<file path="src/rtl/pipeline_ir_hazard_unit_if.sv">
// Pipeline IR / hazard bus: fetch-side inputs and the four IR taps plus
// stall and multiply/divide occupancy status.
interface pipeline_ir_hazard_unit_if #(
  parameter int IR_W = 16
);
  logic [IR_W-1:0] fetch_ir;
  logic            branch_taken;
  logic [IR_W-1:0] IFIDIR;
  logic [IR_W-1:0] IDEXIR;
  logic [IR_W-1:0] EXMEMIR;
  logic [IR_W-1:0] MEMWBIR;
  logic            stall;
  logic            md_busy;

  modport master (
    output fetch_ir, branch_taken,
    input  IFIDIR, IDEXIR, EXMEMIR, MEMWBIR, stall, md_busy
  );

  modport slave (
    input  fetch_ir, branch_taken,
    output IFIDIR, IDEXIR, EXMEMIR, MEMWBIR, stall, md_busy
  );
endinterface

</file>
<file path="src/rtl/pipeline_ir_hazard_unit.sv">
// Pipeline instruction registers with load-use and multiply/divide
// stall insertion and branch flush.
//
// state  | meaning
// IDLE   | no multi-cycle op in EX beyond its first cycle
// MDBUSY | mult/div held in ID/EX; cnt = further stall cycles remaining
module pipeline_ir_hazard_unit #(
  parameter int          IR_W     = 16,
  parameter logic [15:0] NOP_IR   = 16'h2000,
  parameter int          MULT_CYC = 3,
  parameter int          DIV_CYC  = 5
) (
  input  logic                        clk,
  input  logic                        rst,
  pipeline_ir_hazard_unit_if.slave    bus
);

  typedef enum logic {IDLE, MDBUSY} state_t;

  localparam logic [3:0] OP_RTYPE = 4'h0;
  localparam logic [3:0] OP_LOAD  = 4'h8;
  localparam logic [3:0] OP_STORE = 4'hB;
  localparam logic [3:0] FN_MULT  = 4'h4;
  localparam logic [3:0] FN_DIV   = 4'h5;

  state_t          state_q, state_d;
  logic [3:0]      cnt_q, cnt_d;
  logic            md_busy_q, md_busy_d;
  logic [IR_W-1:0] ifid_q, ifid_d;
  logic [IR_W-1:0] idex_q, idex_d;
  logic [IR_W-1:0] exmem_q, exmem_d;
  logic [IR_W-1:0] memwb_q, memwb_d;

  logic       idex_is_md;
  logic [3:0] idex_cyc;
  logic       ifid_reads_op1;
  logic       ifid_reads_op2;
  logic       lu;
  logic       md_stall;

  // Hazard detection and next-state selection for IRs and the mult/div FSM
  always_comb begin
    idex_is_md     = (idex_q[15:12] == OP_RTYPE) &&
                     ((idex_q[3:0] == FN_MULT) || (idex_q[3:0] == FN_DIV));
    idex_cyc       = (idex_q[3:0] == FN_MULT) ? 4'(MULT_CYC) : 4'(DIV_CYC);
    ifid_reads_op1 = (ifid_q[15:12] == OP_RTYPE) || (ifid_q[15:12] == OP_STORE);
    ifid_reads_op2 = (ifid_q[15:12] == OP_RTYPE) || (ifid_q[15:12] == OP_LOAD) ||
                     (ifid_q[15:12] == OP_STORE);
    lu             = (idex_q[15:12] == OP_LOAD) && (idex_q[11:8] != 4'd0) &&
                     ((ifid_reads_op1 && (ifid_q[11:8] == idex_q[11:8])) ||
                      (ifid_reads_op2 && (ifid_q[7:4]  == idex_q[11:8])));

    md_stall = 1'b0;
    state_d  = state_q;
    cnt_d    = cnt_q;
    case (state_q)
      IDLE: begin
        if (idex_is_md && (idex_cyc > 4'd1)) begin
          md_stall = 1'b1;
          cnt_d    = idex_cyc - 4'd2;
          state_d  = MDBUSY;
        end
      end
      MDBUSY: begin
        if (cnt_q != 4'd0) begin
          md_stall = 1'b1;
          cnt_d    = cnt_q - 4'd1;
        end else begin
          state_d  = IDLE;
        end
      end
      default: begin
        state_d = IDLE;
        cnt_d   = 4'd0;
      end
    endcase
    md_busy_d = (state_d == MDBUSY);

    // MEM/WB is never held
    memwb_d = exmem_q;
    if (md_stall) begin
      ifid_d  = ifid_q;
      idex_d  = idex_q;
      exmem_d = NOP_IR;
    end else if (bus.branch_taken) begin
      ifid_d  = NOP_IR;
      idex_d  = NOP_IR;
      exmem_d = idex_q;
    end else if (lu) begin
      ifid_d  = ifid_q;
      idex_d  = NOP_IR;
      exmem_d = idex_q;
    end else begin
      ifid_d  = bus.fetch_ir;
      idex_d  = ifid_q;
      exmem_d = idex_q;
    end
  end

  // State registers; reset loads bubbles everywhere and aborts any stall
  always_ff @(posedge clk or posedge rst) begin
    if (rst) begin
      state_q   <= IDLE;
      cnt_q     <= 4'd0;
      md_busy_q <= 1'b0;
      ifid_q    <= NOP_IR;
      idex_q    <= NOP_IR;
      exmem_q   <= NOP_IR;
      memwb_q   <= NOP_IR;
    end else begin
      state_q   <= state_d;
      cnt_q     <= cnt_d;
      md_busy_q <= md_busy_d;
      ifid_q    <= ifid_d;
      idex_q    <= idex_d;
      exmem_q   <= exmem_d;
      memwb_q   <= memwb_d;
    end
  end

  // A taken branch overrides a load-use hold, so it also clears stall
  assign bus.stall   = md_stall | (lu & ~bus.branch_taken);
  assign bus.md_busy = md_busy_q;
  assign bus.IFIDIR  = ifid_q;
  assign bus.IDEXIR  = idex_q;
  assign bus.EXMEMIR = exmem_q;
  assign bus.MEMWBIR = memwb_q;

endmodule
</file>
<file path="src/flat_wrapper.sv">
// flat-port wrapper written by rule: the top's interface ports become plain ports
module pipeline_ir_hazard_unit_flat 
#(
  parameter int          IR_W     = 16,
  parameter logic [15:0] NOP_IR   = 16'h2000,
  parameter int          MULT_CYC = 3,
  parameter int          DIV_CYC  = 5
)
  (clk, rst, bus_fetch_ir, bus_branch_taken, bus_IFIDIR, bus_IDEXIR, bus_EXMEMIR, bus_MEMWBIR, bus_stall, bus_md_busy);
  pipeline_ir_hazard_unit_if #(.IR_W(IR_W)) bus_i ();
  input  logic clk;
  input  logic rst;
  input wire logic [$bits(bus_i.fetch_ir)-1:0] bus_fetch_ir;
  input wire logic [$bits(bus_i.branch_taken)-1:0] bus_branch_taken;
  output wire logic [$bits(bus_i.IFIDIR)-1:0] bus_IFIDIR;
  output wire logic [$bits(bus_i.IDEXIR)-1:0] bus_IDEXIR;
  output wire logic [$bits(bus_i.EXMEMIR)-1:0] bus_EXMEMIR;
  output wire logic [$bits(bus_i.MEMWBIR)-1:0] bus_MEMWBIR;
  output wire logic [$bits(bus_i.stall)-1:0] bus_stall;
  output wire logic [$bits(bus_i.md_busy)-1:0] bus_md_busy;
  assign bus_i.fetch_ir = bus_fetch_ir;
  assign bus_i.branch_taken = bus_branch_taken;
  assign bus_IFIDIR = bus_i.IFIDIR;
  assign bus_IDEXIR = bus_i.IDEXIR;
  assign bus_EXMEMIR = bus_i.EXMEMIR;
  assign bus_MEMWBIR = bus_i.MEMWBIR;
  assign bus_stall = bus_i.stall;
  assign bus_md_busy = bus_i.md_busy;
  pipeline_ir_hazard_unit #(.IR_W(IR_W), .NOP_IR(NOP_IR), .MULT_CYC(MULT_CYC), .DIV_CYC(DIV_CYC)) u_core (.clk(clk), .rst(rst), .bus(bus_i));
endmodule
</file>
<file path="config.mk">
export PLATFORM = sky130hd
export DESIGN_NAME = pipeline_ir_hazard_unit_flat
export DESIGN_NICKNAME = d
export VERILOG_FILES = /design/src/rtl/pipeline_ir_hazard_unit_if.sv /design/src/rtl/pipeline_ir_hazard_unit.sv /design/src/flat_wrapper.sv
export SDC_FILE = /design/constraint.sdc
export NUM_CORES = 1
export LEC_CHECK = 0
export CORE_UTILIZATION = 45
export CTS_BUF_LIST = sky130_fd_sc_hd__clkbuf_4 sky130_fd_sc_hd__clkbuf_8
export DETAILED_ROUTE_END_ITERATION = 16
export PLACE_DENSITY = 0.84
export SYNTH_ARGS = -nofsm -noshare
export SYNTH_HDL_FRONTEND = slang
export SYNTH_SLANG_ARGS = --single-unit
</file>
<file path="constraint.sdc">
create_clock -name clk -period 2.5 [get_ports clk]
set_input_delay 0.5 -clock clk [delete_from_list [all_inputs] [get_ports clk]]
set_output_delay 0.5 -clock clk [all_outputs]
set_load 0.005 [all_outputs]
</file>
==> results.py <==
metrics = {
    "setup_path": {
        "path_max_fanout": 2,
        "critPathMaxStageDelay_ns": 0.39,
        "cpMaxStageDelayCell": "or3_4",
        "arrival_ns": 1.96,
        "worstSetupPathType": "reg -> out",
        "start_kind": "flip-flop",
        "endpoint_kind": "primary output",
        "crit_required_ns": 2.00,
        "path_cells": "or3_4 -> a211oi_2 -> nand4_1 -> a21oi_2 -> a21o_2 -> clkbuf_2",
    },
    "synth": {
        "seq_area_frac_synth_pct": 65.3,
        "synth_top_area_cell": "dfrtp_1",
        "yosysUniqueCellTypes": 41,
        "synth_area_leaders": "dfrtp_1 (61%), a22o_2 (4.2%), dfstp_2 (4.0%)",
        "ys_ff_latch": 69,
        "yosysWarnings": 0,
        "synthTopCellsByCount": "dfrtp_1 (65), nand2_1 (25), and2_1 (15), o21ai_0 (13), a22o_2 (11)",
        "synth_nets": 225,
        "synth_area_um2": 2650,
        "synth_most_common_cell": "dfrtp_1",
        "synthCells": 205,
        "synth_top_area_share_pct": 61.3,
        "synth_edf_count": 0,
        "async_reset_ff_share_pct": 100,
        "synth_ff_type": "dfrtp_1",
        "syn_avg_cell_area_um2": 12.9,
    },
    "power": {
        "powerDensity_nw_per_um2": 710,
        "max-vdd-ir-drop_mv": 0.392,
        "p_leak_uw": 0.00174,
        "finalPower_uw": 2730,
    },
    "run_status": {
        "status": "completed",
    },
    "cts": {
        "clkSlewWorstSetupHoldPaths_ns": 0.07,
        "clockRootBuffer": "clkbuf_8",
        "insertion_delay_ns": 0.34,
        "cts_tree": "yes",
        "ctsLongestPathBuffers": 2,
        "htreeDepth": 3,
        "cts_sinks": 69,
        "cts_made_buffers": 9,
    },
    "grt": {
        "antenna_found_initial": 0,
        "grt_pass1_vias": 1895,
        "grt_max_degree": 70,
        "grt_overflow_total": 0,
        "grt_pass1_wl_um": 9450,
        "grt_usage_pct": 20.5,
    },
    "cells_and_area": {
        "fill_cells": 435,
        "layout.nets": 327,
        "final_cells": 384,
        "syn2layout_area_growth_pct": 45.0,
        "multi_input_area_um2": 822,
        "antenna_cells": 0,
        "seq_area_um2": 1730,
        "drive_gt1_share_pct": 20.2,
    },
    "drt": {
        "routed_wl_um": 5680,
        "via_per_inst": 5.13,
        "drt_iter0_markers": 116,
        "wl_per_cell_um": 14.8,
        "num_vias": 1969,
        "dr.pass1.iters": 6,
        "drc": 0,
        "final_antenna_net_count": 0,
    },
    "place": {
        "dpl.cell_count": 366,
        "gp_congestion": 0.719,
        "dpl_worst_slack_ns": 0.0430,
        "io_buffers": 84,
        "hpwl_um": 4020,
    },
    "die": {
        "core-area_um2": 5610,
        "initial_utilization_pct": 47.3,
        "std_cell_rows": 27,
        "die_y_um": 78.8,
        "num_io_pins": 85,
        "dieArea_um2": 6200,
        "die_w_um": 78.8,
    },
    "sta": {
        "period_share_pct": 98.4,
        "fin_setup_tns_ns": 0,
        "tightest_slew_ns": 0.626,
        "fin_crit_ns": 2.46,
        "slew_headroom_pct": 58.2,
        "clock_skew_ns": 0.00904,
        "setup_slack_ns": 0.0395,
        "setup_viol_count_final": 0,
        "max_freq_mhz": 406,
        "final-hold-violation-count": 0,
        "hold_slack_ns": 0.363,
        "slew_viol_final": 0,
        "grt_setup_unrepaired": "yes",
    },
    "run": {
        "cap_violations": 0,
    },
    "hold_path": {
        "hp-class": "reg -> reg",
    },
}
sequential cells by signal (all words and copies together) (netlist names):
name / cells
u_core.bus.EXMEMIR: 16
u_core.bus.IDEXIR: 16
u_core.bus.IFIDIR: 16
u_core.bus.MEMWBIR: 16
u_core.cnt_q: 4
u_core.state_q: 1
worst max-delay path: cells and delay by family, from the launching register on:
family                 cells  cell delay (ns)
buffers and inverters      1             0.11
flip-flops                 1             0.38
AO/OA/AOI/OAI              3             0.61
AND/OR/NAND/NOR            2             0.53
layer usage:
| metal | global-route usage [%] | wire length (um) |
|---|---|---|
| met5 | 0 | 0 |
| met4 | 8.33 | 96 |
| met3 | 6.67 | 396 |
| met2 | 31.3 | 2780 |
| met1 | 27.2 | 2410 |
power by group:
| group | internal [uW] | switching, uW | leakage, uW |
|---|---|---|---|
| logic | 306 | 206 | 0.000734 |
| clock network | 483 | 414 | 0.0000943 |
| registers | 1230 | 89.4 | 0.000907 |
| total | 2020 | 709 | 0.00174 |
repair_timing:
action	4_1_cts	5_1_grt
hold buffers	0	0
pin swaps	6	4
setup buffers	1	1
setup endpoints to repair	1	1
gates resized for setup	2	2
cell families (layout without fill, tap and decap cells):
logic type	after synthesis	count (layout)	synth area share (%)
AOI/OAI and AO/OA	41	41	12.5
xor gates and xnor gates	10	10	3.30
DFF	69	69	65.3
buffers and inverters	17	124	3.87
and+or+nand+nor	67	67	14.6
adders and majority gates	1	1	0.472
path summary, 6_finish.rpt:
path | startpoint | end | slack, ns | cells after the start
worst min register to register | u_core.bus.EXMEMIR[13]$_DFF_PP1_ | u_core.bus.MEMWBIR[13]$_DFF_PP1_ | 0.36 | 0
worst min-delay path | u_core.bus.EXMEMIR[13]$_DFF_PP1_ | u_core.bus.MEMWBIR[13]$_DFF_PP1_ | 0.36 | 0
worst max-delay path | u_core.bus.IFIDIR[15]$_DFFE_PP0P_ | bus_stall | 0.04 | 6
worst max register to register | u_core.cnt_q[1]$_DFFE_PP0P_ | u_core.bus.IFIDIR[4]$_DFFE_PP0P_ | 0.23 | 9
min in group asynchronous | rst | u_core.bus.IDEXIR[15]$_DFFE_PP0N_ | 0.56 | 3
max in group asynchronous | rst | u_core.bus.IDEXIR[13]$_DFFE_PP1N_ | 1.64 | 3
per-stage QoR:
stage	util (%)	cell area, um^2
after detailed placement	64.7	3630
after global routing	68.6	3840
after CTS	68.4	3840
final	68.6	3840
after global placement	64.7	3630
after floorplan	-	2650
final cells by class:
cell class                 count  share of cell area [%]
timing repair buffer         100                    25.2
inverter                       8                   0.846
clock inverter                 6                    1.63
sequential                    69                    45.0
clock buffer                  10                    3.58
multi-input combinational    119                    21.4
tap                           72                    2.34
cell usage in the layout, fill, tap and decap left out, types with 6 or more instances in the layout:
cell             count
o21ai_0             13
a22o_2              11
inv_1                6
nand2_1             25
clkdlybuf4s50_1     83
xor2_1               6
dfrtp_1             65
buf_4               15
and2_1              15
clkbuf_8            10
(Power assumes the default switching activity.)
